--- src/rtl/mem_stage_if.sv ---
// Handshake and bus bundle for the zerocore load/store stage: EX input, data-RAM port and
// write-back output. The stage is the slave; the surrounding pipeline/RAM is the master.
interface mem_stage_if;
  // EX -> MEM
  logic        exValid;
  logic        exReady;
  logic        exMemRead;
  logic        exMemWrite;
  logic [2:0]  exFunct3;
  logic [63:0] exAddr;
  logic [63:0] exStoreData;
  logic        exRdEnable;
  logic [4:0]  exRdAddr;
  logic [63:0] exPc;
  logic [31:0] exInst;
  // data RAM
  logic        RamReadEnable;
  logic [63:0] RamReadAddr;
  logic [63:0] RamReadData;
  logic        RamWriteEnable;
  logic [63:0] RamWriteAddr;
  logic [63:0] RamWriteMask;
  logic [63:0] RamWriteData;
  // MEM -> WB
  logic        wbValid;
  logic        wbRdEnable;
  logic [4:0]  wbRdAddr;
  logic [63:0] wbRdData;
  logic [63:0] wbPc;
  logic [31:0] wbInst;
  logic        wbExcept;

  modport slave (
    input  exValid, exMemRead, exMemWrite, exFunct3, exAddr, exStoreData,
    input  exRdEnable, exRdAddr, exPc, exInst, RamReadData,
    output exReady, RamReadEnable, RamReadAddr, RamWriteEnable, RamWriteAddr,
    output RamWriteMask, RamWriteData, wbValid, wbRdEnable, wbRdAddr, wbRdData,
    output wbPc, wbInst, wbExcept
  );

  modport master (
    output exValid, exMemRead, exMemWrite, exFunct3, exAddr, exStoreData,
    output exRdEnable, exRdAddr, exPc, exInst, RamReadData,
    input  exReady, RamReadEnable, RamReadAddr, RamWriteEnable, RamWriteAddr,
    input  RamWriteMask, RamWriteData, wbValid, wbRdEnable, wbRdAddr, wbRdData,
    input  wbPc, wbInst, wbExcept
  );
endinterface

--- src/rtl/mem_stage.sv ---
// zerocore load/store stage: passes ALU results through, issues aligned doubleword RAM
// accesses with byte-lane masks, and extends returned load data for write-back.
module mem_stage #(
  parameter int unsigned RAM_LATENCY = 1
) (
  input logic        clk,
  input logic        rst,
  mem_stage_if.slave bus
);

  typedef enum logic [0:0] {StIdle, StWait} state_e;

  state_e      state_q;
  logic [2:0]  cnt_q;
  logic [2:0]  ld_off_q;
  logic [2:0]  ld_funct3_q;
  logic        ld_rd_en_q;

  logic        accept;
  logic        is_mem;
  logic        misaligned;
  logic        except;
  logic        rd_en;
  logic [5:0]  lane_shift;
  logic [63:0] aligned_addr;
  logic [63:0] base_mask;
  logic [63:0] ld_sh;
  logic [63:0] ld_ext;

  assign accept       = bus.exValid & bus.exReady;
  assign is_mem       = bus.exMemRead | bus.exMemWrite;
  assign rd_en        = bus.exRdEnable & (bus.exRdAddr != 5'd0);
  assign lane_shift   = {bus.exAddr[2:0], 3'b000};
  assign aligned_addr = {bus.exAddr[63:3], 3'b000};

  always_comb begin
    misaligned = 1'b0;
    base_mask  = 64'd0;
    unique case (bus.exFunct3[1:0])
      2'b00: begin
        misaligned = 1'b0;
        base_mask  = 64'h0000_0000_0000_00ff;
      end
      2'b01: begin
        misaligned = bus.exAddr[0];
        base_mask  = 64'h0000_0000_0000_ffff;
      end
      2'b10: begin
        misaligned = |bus.exAddr[1:0];
        base_mask  = 64'h0000_0000_ffff_ffff;
      end
      default: begin
        misaligned = |bus.exAddr[2:0];
        base_mask  = 64'hffff_ffff_ffff_ffff;
      end
    endcase
  end

  // 3'b111 has no RV64 load/store meaning, so it is reported like a misaligned access.
  assign except = is_mem & (misaligned | (bus.exMemRead & bus.exMemWrite) |
                            (bus.exFunct3 == 3'b111));

  assign ld_sh = bus.RamReadData >> {ld_off_q, 3'b000};

  always_comb begin
    ld_ext = ld_sh;
    case (ld_funct3_q)
      3'b000:  ld_ext = {{56{ld_sh[7]}}, ld_sh[7:0]};
      3'b001:  ld_ext = {{48{ld_sh[15]}}, ld_sh[15:0]};
      3'b010:  ld_ext = {{32{ld_sh[31]}}, ld_sh[31:0]};
      3'b100:  ld_ext = {56'd0, ld_sh[7:0]};
      3'b101:  ld_ext = {48'd0, ld_sh[15:0]};
      3'b110:  ld_ext = {32'd0, ld_sh[31:0]};
      default: ld_ext = ld_sh;
    endcase
  end

  always_ff @(posedge clk or negedge rst) begin
    if (!rst) begin
      state_q            <= StIdle;
      cnt_q              <= 3'd0;
      ld_off_q           <= 3'd0;
      ld_funct3_q        <= 3'd0;
      ld_rd_en_q         <= 1'b0;
      bus.exReady        <= 1'b0;
      bus.RamReadEnable  <= 1'b0;
      bus.RamReadAddr    <= 64'd0;
      bus.RamWriteEnable <= 1'b0;
      bus.RamWriteAddr   <= 64'd0;
      bus.RamWriteMask   <= 64'd0;
      bus.RamWriteData   <= 64'd0;
      bus.wbValid        <= 1'b0;
      bus.wbRdEnable     <= 1'b0;
      bus.wbRdAddr       <= 5'd0;
      bus.wbRdData       <= 64'd0;
      bus.wbPc           <= 64'd0;
      bus.wbInst         <= 32'd0;
      bus.wbExcept       <= 1'b0;
    end else begin
      // RAM strobes and WB qualifiers are single-cycle pulses; payloads hold otherwise.
      bus.RamReadEnable  <= 1'b0;
      bus.RamReadAddr    <= 64'd0;
      bus.RamWriteEnable <= 1'b0;
      bus.RamWriteAddr   <= 64'd0;
      bus.RamWriteMask   <= 64'd0;
      bus.RamWriteData   <= 64'd0;
      bus.wbValid        <= 1'b0;
      bus.wbRdEnable     <= 1'b0;
      bus.wbExcept       <= 1'b0;

      case (state_q)
        StIdle: begin
          bus.exReady <= 1'b1;
          if (accept) begin
            bus.wbPc     <= bus.exPc;
            bus.wbInst   <= bus.exInst;
            bus.wbRdAddr <= bus.exRdAddr;
            if (except) begin
              bus.wbValid  <= 1'b1;
              bus.wbExcept <= 1'b1;
              bus.wbRdData <= 64'd0;
            end else if (bus.exMemWrite) begin
              bus.wbValid        <= 1'b1;
              bus.wbRdData       <= 64'd0;
              bus.RamWriteEnable <= 1'b1;
              bus.RamWriteAddr   <= aligned_addr;
              bus.RamWriteMask   <= base_mask << lane_shift;
              bus.RamWriteData   <= bus.exStoreData << lane_shift;
            end else if (bus.exMemRead) begin
              bus.RamReadEnable <= 1'b1;
              bus.RamReadAddr   <= aligned_addr;
              bus.exReady       <= 1'b0;
              state_q           <= StWait;
              cnt_q             <= 3'(RAM_LATENCY);
              ld_off_q          <= bus.exAddr[2:0];
              ld_funct3_q       <= bus.exFunct3;
              ld_rd_en_q        <= rd_en;
            end else begin
              bus.wbValid    <= 1'b1;
              bus.wbRdEnable <= rd_en;
              bus.wbRdData   <= bus.exAddr;
            end
          end
        end
        StWait: begin
          if (cnt_q == 3'd0) begin
            bus.wbValid    <= 1'b1;
            bus.wbRdEnable <= ld_rd_en_q;
            bus.wbRdData   <= ld_ext;
            bus.exReady    <= 1'b1;
            state_q        <= StIdle;
          end else begin
            cnt_q <= cnt_q - 3'd1;
          end
        end
        default: state_q <= StIdle;
      endcase
    end
  end

endmodule

--- src/flat_wrapper.sv ---
// flat-port wrapper written by rule: the top's interface ports become plain ports
module mem_stage_flat 
#(
  parameter int unsigned RAM_LATENCY = 1
)
  (clk, rst, bus_exValid, bus_exMemRead, bus_exMemWrite, bus_exFunct3, bus_exAddr, bus_exStoreData, bus_exRdEnable, bus_exRdAddr, bus_exPc, bus_exInst, bus_RamReadData, bus_exReady, bus_RamReadEnable, bus_RamReadAddr, bus_RamWriteEnable, bus_RamWriteAddr, bus_RamWriteMask, bus_RamWriteData, bus_wbValid, bus_wbRdEnable, bus_wbRdAddr, bus_wbRdData, bus_wbPc, bus_wbInst, bus_wbExcept);
  mem_stage_if bus_i ();
  input logic clk;
  input logic rst;
  input wire logic [$bits(bus_i.exValid)-1:0] bus_exValid;
  input wire logic [$bits(bus_i.exMemRead)-1:0] bus_exMemRead;
  input wire logic [$bits(bus_i.exMemWrite)-1:0] bus_exMemWrite;
  input wire logic [$bits(bus_i.exFunct3)-1:0] bus_exFunct3;
  input wire logic [$bits(bus_i.exAddr)-1:0] bus_exAddr;
  input wire logic [$bits(bus_i.exStoreData)-1:0] bus_exStoreData;
  input wire logic [$bits(bus_i.exRdEnable)-1:0] bus_exRdEnable;
  input wire logic [$bits(bus_i.exRdAddr)-1:0] bus_exRdAddr;
  input wire logic [$bits(bus_i.exPc)-1:0] bus_exPc;
  input wire logic [$bits(bus_i.exInst)-1:0] bus_exInst;
  input wire logic [$bits(bus_i.RamReadData)-1:0] bus_RamReadData;
  output wire logic [$bits(bus_i.exReady)-1:0] bus_exReady;
  output wire logic [$bits(bus_i.RamReadEnable)-1:0] bus_RamReadEnable;
  output wire logic [$bits(bus_i.RamReadAddr)-1:0] bus_RamReadAddr;
  output wire logic [$bits(bus_i.RamWriteEnable)-1:0] bus_RamWriteEnable;
  output wire logic [$bits(bus_i.RamWriteAddr)-1:0] bus_RamWriteAddr;
  output wire logic [$bits(bus_i.RamWriteMask)-1:0] bus_RamWriteMask;
  output wire logic [$bits(bus_i.RamWriteData)-1:0] bus_RamWriteData;
  output wire logic [$bits(bus_i.wbValid)-1:0] bus_wbValid;
  output wire logic [$bits(bus_i.wbRdEnable)-1:0] bus_wbRdEnable;
  output wire logic [$bits(bus_i.wbRdAddr)-1:0] bus_wbRdAddr;
  output wire logic [$bits(bus_i.wbRdData)-1:0] bus_wbRdData;
  output wire logic [$bits(bus_i.wbPc)-1:0] bus_wbPc;
  output wire logic [$bits(bus_i.wbInst)-1:0] bus_wbInst;
  output wire logic [$bits(bus_i.wbExcept)-1:0] bus_wbExcept;
  assign bus_i.exValid = bus_exValid;
  assign bus_i.exMemRead = bus_exMemRead;
  assign bus_i.exMemWrite = bus_exMemWrite;
  assign bus_i.exFunct3 = bus_exFunct3;
  assign bus_i.exAddr = bus_exAddr;
  assign bus_i.exStoreData = bus_exStoreData;
  assign bus_i.exRdEnable = bus_exRdEnable;
  assign bus_i.exRdAddr = bus_exRdAddr;
  assign bus_i.exPc = bus_exPc;
  assign bus_i.exInst = bus_exInst;
  assign bus_i.RamReadData = bus_RamReadData;
  assign bus_exReady = bus_i.exReady;
  assign bus_RamReadEnable = bus_i.RamReadEnable;
  assign bus_RamReadAddr = bus_i.RamReadAddr;
  assign bus_RamWriteEnable = bus_i.RamWriteEnable;
  assign bus_RamWriteAddr = bus_i.RamWriteAddr;
  assign bus_RamWriteMask = bus_i.RamWriteMask;
  assign bus_RamWriteData = bus_i.RamWriteData;
  assign bus_wbValid = bus_i.wbValid;
  assign bus_wbRdEnable = bus_i.wbRdEnable;
  assign bus_wbRdAddr = bus_i.wbRdAddr;
  assign bus_wbRdData = bus_i.wbRdData;
  assign bus_wbPc = bus_i.wbPc;
  assign bus_wbInst = bus_i.wbInst;
  assign bus_wbExcept = bus_i.wbExcept;
  mem_stage #(.RAM_LATENCY(RAM_LATENCY)) u_core (.clk(clk), .rst(rst), .bus(bus_i));
endmodule
--- config.mk ---
export PLATFORM = sky130hd
export DESIGN_NAME = mem_stage_flat
export DESIGN_NICKNAME = d
export VERILOG_FILES = /design/src/rtl/mem_stage_if.sv /design/src/rtl/mem_stage.sv /design/src/flat_wrapper.sv
export SDC_FILE = /design/constraint.sdc
export NUM_CORES = 1
export LEC_CHECK = 0
export BUFFER_PORTS_ARGS = -buffer_cell sky130_fd_sc_hd__clkbuf_2
export CORE_AREA = 10 10 276 278
export DETAILED_ROUTE_END_ITERATION = 16
export DIE_AREA = 0 0 286 288
export GPL_ROUTABILITY_DRIVEN = 0
export HOLD_SLACK_MARGIN = 0.02
export PLACE_DENSITY = 0.53
export SYNTH_ARGS = -nofsm -noshare
export SYNTH_HDL_FRONTEND = slang
export SYNTH_SLANG_ARGS = --single-unit
--- constraint.sdc ---
create_clock -name clk -period 2.3 [get_ports clk]
set_input_delay 0.23 -clock clk [delete_from_list [all_inputs] [get_ports clk]]
set_output_delay 0.23 -clock clk [all_outputs]
set_load 0.01 [all_outputs]
# Word-level counts from Yosys, hierarchy flattened
# Cells that the tools add are included.
[word_totals] ff_bits=438 in_bits=302 output_inout_bits=427 elab_cells=119
[classes] n_addsub=1 n_eq_ne=15 shift=3 n_mux=61 bitwise=10 reduce_logical=10
[ops] cell="64-bit 2-to-1 mux" count=22
[ops] cell="64-bit case mux with 6 select lines" count=1
[ops] cell="64-bit case mux with 3 select lines" count=1
[ops] cell="64-bit case mux with 2 select lines" count=1
[ops] cell="64-bit by 6-bit << shifter with 64-bit output" count=2
[ops] cell="64-bit by 6-bit >> shifter with 64-bit output" count=1
[ops] cell="1-bit 2-to-1 mux" count=25
[ops] cell="3-bit 2-to-1 mux" count=5
[ops] cell="3-bit equality test, second input constant" count=4
[ops] cell="2-bit inequality test, second input constant" count=5
[ops] cell="5-bit AND reduction" count=2
[ops] cell="1-bit case mux with 2 select lines" count=4
[ops] cell="3-bit zero test" count=2
[ops] cell="3-bit case mux with 2 select lines" count=1
[ops] cell="5-bit nonzero test" count=1
[ops] cell="1-bit bitwise AND" count=4
[ops] cell="4-bit by 3-bit inequality test with 1-bit output, second input constant" count=1
[ops] cell="3-bit by 1-bit equality test with 1-bit output, second input constant" count=1
[ops] cell="3-bit by 2-bit equality test with 1-bit output, second input constant" count=1
[ops] cell="1-bit NOT" count=3
[ops] cell="1-bit OR" count=3
[ops] cell="1-bit case mux with 3 select lines" count=1
[ops] cell="3-bit AND reduction" count=1
[ops] cell="3-bit OR reduction" count=1
[ops] cell="other kinds (7)" count=7

# Logic depth before layout (Yosys ltp)
[depth] depth_word=8 depth_mapped=10 depth_no_buf=8

# Least setup slack after synthesis
# Ideal clock, no wire load.
[synth_path] path_type="reg-to-reg" from="reg u_core.ld_off_q[1]" to="reg u_core.bus.wbRdData[33]" setup_time_ns=0.094 arrival_time_ns=1.914 t_required_ns=2.206 path_slack_ns=0.292 stages_incl_launch_ff=8 path_buffers=2 period_less_slack_ns=2.008 cell_sequence="dfrtp_1 > buf_6 > mux2i_1 > mux4_2 > o21ai_4 > nor3_4 > buf_6 > a221oi_2"
[synth_between] elab_chain_len=4
[synth_rtl] item="start: declaration" line="mem_stage.sv:15" source="logic [2:0] ld_off_q;"
[synth_rtl] item="start signal: assignment" line="mem_stage.sv:135" source="ld_off_q <= bus.exAddr[2:0];"
[synth_rtl] item="64-bit by 6-bit >> shifter with 64-bit output" line="mem_stage.sv:63" source="assign ld_sh = bus.RamReadData >> {ld_off_q, 3'b000};"
[synth_rtl] item="64-bit case mux with 6 select lines" line="mem_stage.sv:67" source="case (ld_funct3_q)"
[synth_rtl] item="64-bit 2-to-1 mux" line="mem_stage.sv:146" source="if (cnt_q == 3'd0) begin"
[synth_rtl] item="64-bit case mux with 2 select lines" line="mem_stage.sv:111" source="case (state_q)"
[synth_rtl] item="end signal: assignment" line="mem_stage.sv:141" source="bus.wbRdData <= bus.exAddr;"
[synth_rtl] item="end signal: assignment" line="mem_stage.sv:149" source="bus.wbRdData <= ld_ext;"
[synth_rtl] item="end: declaration" line="mem_stage_if.sv:37" source="output RamWriteMask, RamWriteData, wbValid, wbRdEnable, wbRdAddr, wbRdData,"
# No other way between the ends. The select of a mux whose other input is x is not followed.
# A chain may end at the register's enable or synchronous reset.

# Worst setup path in the final report
[layout_path] from="reg u_core.ld_off_q[0]" to="reg u_core.bus.wbRdData[13]"
# Same word-level chain as after synthesis.

==> reports/metrics.csv <==
metric,value,unit
Initial Utilization,25.3,%
die width,286,um
Fillers,7154,
CP Capture Type,flip-flop,
Placement Rows,98,
# DRC,0,
Layout Cells excl Fill,3562,
Max-slew headroom,40.9,%
VDD IR-drop max,0.000731,V
largest cells by area after synthesis,"dfrtp_1 53%, nand2_1 8.1%, mux4_2 6.2%, mux2i_1 5.2%, and2_1 4.5%",
Pleak,13.3,nW
Post-synth top cells,"389 x nand2_1, 376 x dfrtp_1, 130 x and2_1, 127 x nor2_1, 93 x mux2i_1",
gr ovfl total,0,
DRT iter0 DRCs,943,
"antenna viol nets, final",0,
Post-Synthesis Cell Area,0.0179,mm2
Area Overhead vs Synth,45.8,%
Synth top area share,52.5,%
fmax,0.462,GHz
Critical R2R Capture,u_core.bus.wbRdData[13],
Min-Delay Endpoint,u_core.bus.RamWriteAddr[7],
Layout Skew,19.9,ps
largest family of logic cells by synthesized area,simple AND/OR/NAND/NOR gates,
cell with the most instances after synthesis,nand2_1,
CP required,2740,ps
measured slew at the worst slew-check pin,884,ps
die height,288,um
Post-Synth Adder-Cell Area,0.140,%
Psw,0.00888,W
Via density,4.59,
Mapped Cells,1710,
WP data arrival,2600,ps
RSZ-0062 raised after global routing,no,
Syn. warnings,0,
hold depth,2,
Synth Area in Simple Gates,18.6,%
share of cells above drive strength 1,38.8,%
fin crit share,94.2,%
vias in the first global route,17662,
initial antenna violation count,14,
Total Power,0.0251,W
Final Hold Viols,0,
CTS max path bufs,3,
Port Buf Inserts,722,
Synth async-reset ratio,100,%
CTS Buf Count,46,
Reg power frac,34.6,%
critical path class,reg2reg,
clock root buffer,clkbuf_16,
clock sinks,376,
Synth Area in Compound Gates,10.0,%
Inst Count DP,3280,
Syn Area/Cell,10.5,um2
via count,16365,
outcome,"finished, final reports clean",
Unique masters post-synth,60,
Slew Limit Fails,0,
core outline area,0.0709,mm2
Post-DP HPWL,63.3,mm
Worst Hold Class,in2reg,
Comb pwr share,33.8,%
H-tree Lvls,2,
maxcap violations,0,
PwrDens,961,mW/mm2
Final setup viols,0,
largest net degree at the start of global routing,104,
WL final,81.2,mm
post-synthesis mux area share,12.5,%
Total GRT Usage,18.9,%
DR pass1 iterations,5,
Main synth FF type,dfrtp_1,
I/O pin count,729,
clk_lat worst skew,580,ps
Int Power,0.0162,W
Total Neg Setup Slack,0,ps
Reg-to-Reg Start,u_core.ld_off_q[0],
Net Sw Frac,35.4,%
r2r setup slk,130,ps
crit path max fanout,14,
beginning of the worst hold path,bus_exAddr[7],
R2R cell count,5,
die area,0.0824,mm2
register bit total from synthesis,376,
sequential area share after synthesis,52.5,%
number of synthesized flops with an enable pin,0,
xor/xnor share of the synthesized area,0,%
Tmin final,2170,ps
post-synth top area cell,dfrtp_1,
CTS tree,yes,
routed len/inst,22.8,um
Worst setup SP type,flip-flop,
Post-CTS Setup Repair Bufs,0,
clock share of power,31.6,%
clk slew on worst S/H paths,60,ps
first-pass GRT wire length,118,mm
fin nets,2868,
==> cell type report <==
class | instances | area (um2) | area share [%]
well taps | 950 | 1190 | 4.55
repair buffers | 989 | 6310 | 24.2
clock buffers | 67 | 1370 | 5.26
multi-input cells | 1134 | 7450 | 28.5
flip-flops and latches | 376 | 9420 | 36.1
diodes | 12 | 30.0 | 0.115
inverters | 17 | 66.3 | 0.254
clock inverters | 17 | 282 | 1.08
==> worst max path at each step <==
stage / startpoint / end / slack, ps / cells past startpoint
2_1_floorplan: u_core.ld_off_q[1] / u_core.bus.wbRdData[33] / 290 / 7
3_3_place_gp: u_core.state_q / u_core.cnt_q[1] / -50 / 4
3_5_place_dp: u_core.state_q / u_core.cnt_q[1] / 30 / 4
4_1_cts: u_core.ld_off_q[0] / u_core.bus.wbRdData[16] / 130 / 5
5_1_grt: u_core.ld_off_q[1] / u_core.bus.wbRdData[14] / 40 / 6
6_report: u_core.ld_off_q[0] / u_core.bus.wbRdData[13] / 130 / 5
==> state kept, by name, indices dropped and copies added (netlist names) <==
| signal | count |
|---|---|
| u_core.bus.wbPc | 64 |
| u_core.bus.wbRdAddr | 5 |
| u_core.state_q | 1 |
| u_core.bus.wbExcept | 1 |
| u_core.bus.wbRdData | 64 |
| u_core.bus.RamReadAddr | 61 |
| u_core.bus.RamWriteEnable | 1 |
| u_core.bus.RamWriteAddr | 61 |
| u_core.bus.exReady | 1 |
| u_core.bus.RamWriteData | 64 |
| u_core.bus.wbRdEnable | 1 |
| u_core.bus.wbValid | 1 |
| u_core.ld_funct3_q | 3 |
| u_core.cnt_q | 3 |
| u_core.bus.RamReadEnable | 1 |
| u_core.ld_rd_en_q | 1 |
| u_core.bus.wbInst | 32 |
| u_core.bus.RamWriteMask | 8 |
| u_core.ld_off_q | 3 |
==> through the flow <==
step                hold slack [ps]  setup WS [ps]  area (um2)  utilization (%)
CTS                            32.8            134       26100             36.8
detailed placement              207           26.9       22600             31.9
global placement                201          -46.2       22600             31.9
global route                   35.0           40.6       26100             36.8
floorplan                     -65.6            292       17900                -
finish                         36.4            133       26100             36.9
==> metal layers <==
layer	share of wire [%]	up-vias	wire length, um	global-route usage (%)
met5	0.033	-	27	0
met4	3.5	4	2810	7.28
met3	7.0	143	5720	4.93
met2	51	753	41100	33.1
met1	39	8026	31500	21.7
li1	-	7439	-	-
==> power by group through the flow <==
stage | Combinational, W | Sequential (W) | Clock [W]
2_1_floorplan | 0.00419 | 0.00910 | 0
5_1_grt | 0.00923 | 0.00885 | 0.00841
3_5_place_dp | 0.00835 | 0.00875 | 0
4_1_cts | 0.00863 | 0.00868 | 0.00814
3_3_place_gp | 0.00822 | 0.00874 | 0
6_report | 0.00849 | 0.00869 | 0.00794
==> critical path, cell delays in order (launching register included) <==
cell and delay, ps:
dfrtp_4 490, buf_4 280, mux4_2 540, mux2_2 330, a21oi_1 290, nor3_1 100
==> cell families after synthesis <==
group / count (synthesis)
adders and majority gates: 2
muxes: 161
DFF: 376
AOI/OAI and AO/OA: 230
other: 1
buffers and inverters: 205
and+or+nand+nor: 735
==> repair_timing <==
item,4_1_cts,5_1_grt
endpoints found under the hold margin,382,0
gates resized for setup,1,0
hold buffers,186,0
setup endpoints to repair,1,0
==> cells in the final DEF (no fill, tap or decap), drive strengths merged, types with 2 or more instances in the layout <==
master	netlist	final
o21ai	31	31
mux4	49	49
a2111oi	3	3
dlygate4sd3	0	186
nand3b	7	7
buf	101	83
or3b	2	2
nor2b	22	22
ha	2	2
nor3	14	14
nand2b	17	17
conb	1	6
a21oi	82	82
bufinv	0	7
nor2	129	129
and2	130	130
o22ai	8	8
clkinv	0	5
a22oi	17	17
clkbuf	87	787
o211ai	8	8
dfrtp	376	376
a31oi	12	12
mux2i	93	93
nand2	389	389
diode	0	12
mux2	19	19
o2bb2ai	2	2
and3	6	6
or3	3	3
a221oi	48	48
or2	4	4
a211oi	8	8
nand3	7	7
inv	17	21
No activity file was read; power rests on OpenSTA's default activity.
